`src/rtl/cp0_core.sv`:
```
// cp0_core: MIPS CP0 subset (BadVAddr/Count/Compare/Status/Cause/EPC) with MTC0/MFC0 port, interrupt/exception/ERET commit and flush redirect
module cp0_core #(
  parameter int          HW_INT_NUM = 6,
  parameter logic [31:0] EXC_VECTOR = 32'hBFC00380,
  parameter int          COUNT_DIV  = 2
) (
  input  logic                  clock,
  input  logic                  reset,
  input  logic                  wr_en,
  input  logic [4:0]            reg_addr,
  input  logic [31:0]           wdata,
  output logic [31:0]           rdata,
  input  logic [HW_INT_NUM-1:0] hw_int,
  input  logic                  stall,
  input  logic                  exc_valid,
  input  logic [4:0]            exc_code,
  input  logic [31:0]           exc_pc,
  input  logic                  exc_bd,
  input  logic                  exc_badv_we,
  input  logic [31:0]           exc_badvaddr,
  input  logic                  eret,
  output logic                  flush,
  output logic [31:0]           flush_pc,
  output logic                  int_pending,
  output logic                  timer_int
);
  logic [31:0] badvaddr, count, compare, epc, status, cause, rd;
  logic [7:0] im, ip;
  logic [5:0] ip_hw, hw_ext;
  logic [1:0] ip_sw;
  logic [4:0] exc_code_q;
  logic exl, ie, bd, ti, phase;
  logic take_int, take_exc, take_eret, trap, wr, tick, inc;
  assign hw_ext = 6'(hw_int);
  assign ip = {ip_hw[5] | ti, ip_hw[4:0], ip_sw};
  assign status = {9'b0, 1'b1, 6'b0, im, 6'b0, exl, ie};
  assign cause = {bd, ti, 14'b0, ip, 1'b0, exc_code_q, 2'b0};
  assign int_pending = !reset && (|(ip & im)) && ie && !exl;
  assign take_int = !stall && int_pending;
  assign take_exc = !reset && !stall && !int_pending && exc_valid;
  assign take_eret = !reset && !stall && !int_pending && !exc_valid && eret;
  assign trap = take_int || take_exc;
  assign wr = !reset && wr_en && !stall && !trap;
  assign tick = (COUNT_DIV == 1) || phase;
  assign inc = tick && !(wr && reg_addr == 5'd9);
  assign flush = trap || take_eret;
  assign flush_pc = trap ? EXC_VECTOR : take_eret ? epc : 32'h0;
  assign timer_int = ti;
  assign rdata = reset ? 32'h0 : rd;
  always_comb begin
    rd = reg_addr == 5'd8  ? badvaddr :
         reg_addr == 5'd9  ? count :
         reg_addr == 5'd11 ? compare :
         reg_addr == 5'd12 ? status :
         reg_addr == 5'd13 ? cause :
         reg_addr == 5'd14 ? epc : 32'h0;
  end
  always_ff @(posedge clock) begin
    if (reset) begin
      badvaddr <= '0;
      count <= '0;
      compare <= '0;
      epc <= '0;
      im <= '0;
      exl <= 1'b0;
      ie <= 1'b0;
      bd <= 1'b0;
      ti <= 1'b0;
      ip_hw <= '0;
      ip_sw <= '0;
      exc_code_q <= '0;
      phase <= 1'b0;
    end else begin
      ip_hw <= hw_ext;
      phase <= (wr && reg_addr == 5'd9) ? 1'b0 : !tick;
      count <= (wr && reg_addr == 5'd9) ? wdata : count + 32'(tick);
      ti <= (wr && reg_addr == 5'd11) ? 1'b0 : (inc && count + 32'd1 == compare) ? 1'b1 : ti;
      exl <= trap ? 1'b1 : take_eret ? 1'b0 : (wr && reg_addr == 5'd12) ? wdata[1] : exl;
      if (wr && reg_addr == 5'd11) compare <= wdata;
      if (wr && reg_addr == 5'd12) begin
        im <= wdata[15:8];
        ie <= wdata[0];
      end
      if (wr && reg_addr == 5'd13) ip_sw <= wdata[9:8];
      if (trap) begin
        exc_code_q <= take_exc ? exc_code : 5'd0;
        if (!exl) begin
          epc <= exc_pc;
          bd <= exc_bd;
        end
      end else if (wr && reg_addr == 5'd14) epc <= wdata;
      if (take_exc && exc_badv_we) badvaddr <= exc_badvaddr;
    end
  end
endmodule

```
`config.mk`:
```
export PLATFORM = sky130hd
export DESIGN_NAME = cp0_core
export DESIGN_NICKNAME = d
export VERILOG_FILES = /design/src/rtl/cp0_core.sv
export SDC_FILE = /design/constraint.sdc
export NUM_CORES = 1
export LEC_CHECK = 0
export BUFFER_PORTS_ARGS = -buffer_cell sky130_fd_sc_hd__buf_2
export CAP_MARGIN = 20
export CORE_AREA = 4 4 138 140
export CTS_BUF_LIST = sky130_fd_sc_hd__clkbuf_16
export CTS_CLUSTER_DIAMETER = 30
export DETAILED_ROUTE_END_ITERATION = 6
export DIE_AREA = 0 0 142 144
export GPL_TIMING_DRIVEN = 0
export PLACE_DENSITY = 0.74
export RECOVER_POWER = 100
export SETUP_SLACK_MARGIN = 0.02
export SYNTH_ARGS = -nofsm -noshare
export SYNTH_HDL_FRONTEND = slang
export SYNTH_SLANG_ARGS = --single-unit
```
`constraint.sdc`:
```
create_clock -name clock -period 2.9 [get_ports clock]
set_input_delay 0.435 -clock clock [delete_from_list [all_inputs] [get_ports clock]]
set_output_delay 0.435 -clock clock [all_outputs]
set_load 0.01 [all_outputs]
```
==> flow_summary.yaml <==
status:
  status: "finished, violations left"
  violations: "negative setup slack"
timing:
  fin_crit_ns: 2.93
  max_freq_mhz: 342
  setup-violations-final: 4
  worstMarginPinSlew_ns: 0.894
  finClkSkew_ns: 0.0116
  maxSlewViolCount: 0
  rsz0062_at_grt: "true"
  post-route-period-util: 1.01
  slew_headroom: 0.404
  fin_ws_ns: -0.0263
  finalHoldViolations: 0
die:
  io_pins: 187
  die_area_sq_um: 20400
  initial_core_util: 0.476
  num_rows: 49
  die_h_microns: 144
  fp.coreArea_sq_um: 17800
  die_w_microns: 142
worst_setup_path:
  crit_buf_inv: 2
  start_kind: "flop"
  cp_data_required_time_ns: 2.47
  path_delay_family: "simple AND/OR/NAND/NOR gates"
  worstSetupEndpointType: "primary output"
  worstSetupStartpoint: "im[1]"
  cp_slowest_cell: "a222oi_1"
  critPathMaxFanout: 10
  path_class: "reg2out"
  r2r-start: "im[1]"
  slowest_delay_ns: 0.40
  crit_arrival_ns: 2.49
  worstPathCellList: "a222oi_1 -> nand3_1 -> o21bai_2 -> and2_4 -> and3_4 -> buf_8 -> and2_1 -> buf_2"
power:
  worst_ir_drop_vdd_mv: 0.417
  power_density_nw_per_um2: 446
  p_total_mw: 4.78
  p_leak_nw: 4.37
finish:
  nNetsFinal: 1426
  seq_area_sq_um: 3090
  drive_above_1_share: 0.237
  design_area_sq_um: 10700
  fin_cells: 1545
  areaGrowthSynthToFinish_pct: 26.3
  diodes: 0
  multi_input_area_sq_um: 5140
  fillers: 1628
yosys:
  syn_nets: 1209
  synth_edf_count: 0
  synth_ff_type: "dfxtp_1"
  async_reset_ff_frac: 0
  ys_top_cells_by_area: "dfxtp_1, nand2_1, a22oi_1, a21oi_1, mux2i_1"
  syn_inst: 1086
  synth_area_sq_um: 8490
  synth.yosys.seq_area_share: 0.363
  synth_top_cell_by_area: "dfxtp_1"
  yosysUniqueCellTypes: 55
  syn_area_per_cell_sq_um: 7.82
  yosysTopAreaCellShare: 0.363
  ys_warn_count: 0
  netlist_top_cells_count: "nand2_1, dfxtp_1, nor2_1"
  synth-seq-cells: 154
  yosysMostFrequentCell: "nand2_1"
placement:
  place_congestion: 1.01
  hpwl_microns: 26000
  place_ws_ns: -0.378
  place_area_sq_um: 9710
  post-place-cells: 1501
  io_buffers: 185
run:
  maxCapViolCount: 0
drt:
  wl_per_cell_microns: 22.1
  drc: 0
  ant_nets: 0
  drtIter0Drc: 1723
  vias: 9595
  vias_per_cell: 6.21
  wl_microns: 34100
  first_pass_iters: 6
cts:
  clk_pin_slew_ns: 0.06
  clock-sinks: 154
  hold_buffers: 0
  tritoncts: "built"
  htree_levels: 4
  root_buffer: "clkbuf_16"
  numCtsBuffers: 17
  clock_latency_ns: 0.43
  clock_tree.buffer_depth: 2
grt:
  grt_pass1_wl_microns: 50300
  grt_max_degree: 17
  grt_pass1_vias: 8706
  grt-ovfl-total: 0
  antenna_found_initial: 0
  grt_usage: 0.320
hold_path:
  min-delay-start: "hw_int[3]"
  hold_path_class: "in2reg"
report_power, final:
| part | switching, mW | internal [mW] |
|---|---|---|
| logic | 0.265 | 0.165 |
| clock network | 0.960 | 1.18 |
| registers | 0.0496 | 2.16 |
worst paths after layout:
kind	to	slack (ns)	cells past startpoint
setup reg to reg	timer_int	0.07	13
hold reg to reg	badvaddr[28]	0.46	2
hold / removal	ip_hw[3]	0.21	2
setup / recovery	flush_pc[18]	-0.03	8
per-layer routing:
layer,track usage,share of wire,vias to the layer above
li1,-,-,4330
met1,0.441,0.38,4403
met2,0.484,0.44,718
met3,0.0635,0.13,144
met4,0.148,0.050,0
met5,0,0,-
cell type report:
| cell class | count | area share |
|---|---|---|
| Tap cell | 229 | 0.0267 |
| Multi-Input combinational cell | 831 | 0.479 |
| Clock buffer | 17 | 0.0397 |
| Clock inverter | 15 | 0.0118 |
| Sequential cell | 154 | 0.288 |
| Buffer | 89 | 0.0428 |
| Timing Repair Buffer | 208 | 0.111 |
| Inverter | 2 | 0.000700 |
cells in the final DEF, fill, tap and decap left out, types with 6 or more instances in the layout:
cell type / count
nand2_1: 186
buf_2: 178
dfxtp_1: 148
nor2_1: 101
a21oi_1: 99
a22oi_1: 70
a211oi_1: 61
clkbuf_1: 53
mux2i_1: 47
xnor2_1: 44
buf_4: 26
xor2_1: 25
nand4_1: 23
nor3_1: 19
clkbuf_16: 18
and2_1: 17
nand3_1: 17
buf_6: 15
clkbuf_2: 14
a31oi_1: 11
and2_4: 11
a222oi_1: 9
and4_1: 8
o21ai_0: 8
nor2b_1: 7
and3_1: 6
nor4_1: 6
dfxtp_2: 6
flip-flops by register name, summed over array words and instances, names as in the netlist:
register,count
ip_sw,2
compare,32
badvaddr,32
exl,1
phase,1
count,32
im,8
epc,32
ie,1
ip_hw,6
timer_int,1
exc_code_q,5
bd,1
repair_timing:
| item | 4_1_cts | 5_1_grt |
|---|---|---|
| pin swaps | 5 | 8 |
| endpoints found under the hold margin | 0 | 0 |
| setup endpoints to repair | 92 | 124 |
| cloned | 0 | 1 |
| resized for setup | 33 | 71 |
| setup buffers | 10 | 11 |
stage by stage:
stage	util	hold WS (ns)	TNS, ns
floorplan	-	0.424	0
global placement	0.544	0.444	-31.93
detailed placement	0.544	0.449	-20.68
CTS	0.585	0.207	0
global route	0.601	0.219	-2.59
finish	0.601	0.211	-0.0491
cells by family after synthesis:
family                     synth area share
muxes                                0.0554
buffers and inverters                0.0488
AOI/OAI and AO/OA                     0.216
DFF                                   0.363
adders and majority gates           0.00442
and+or+nand+nor                       0.241
xor gates and xnor gates             0.0712
(Power assumes the default switching activity.)
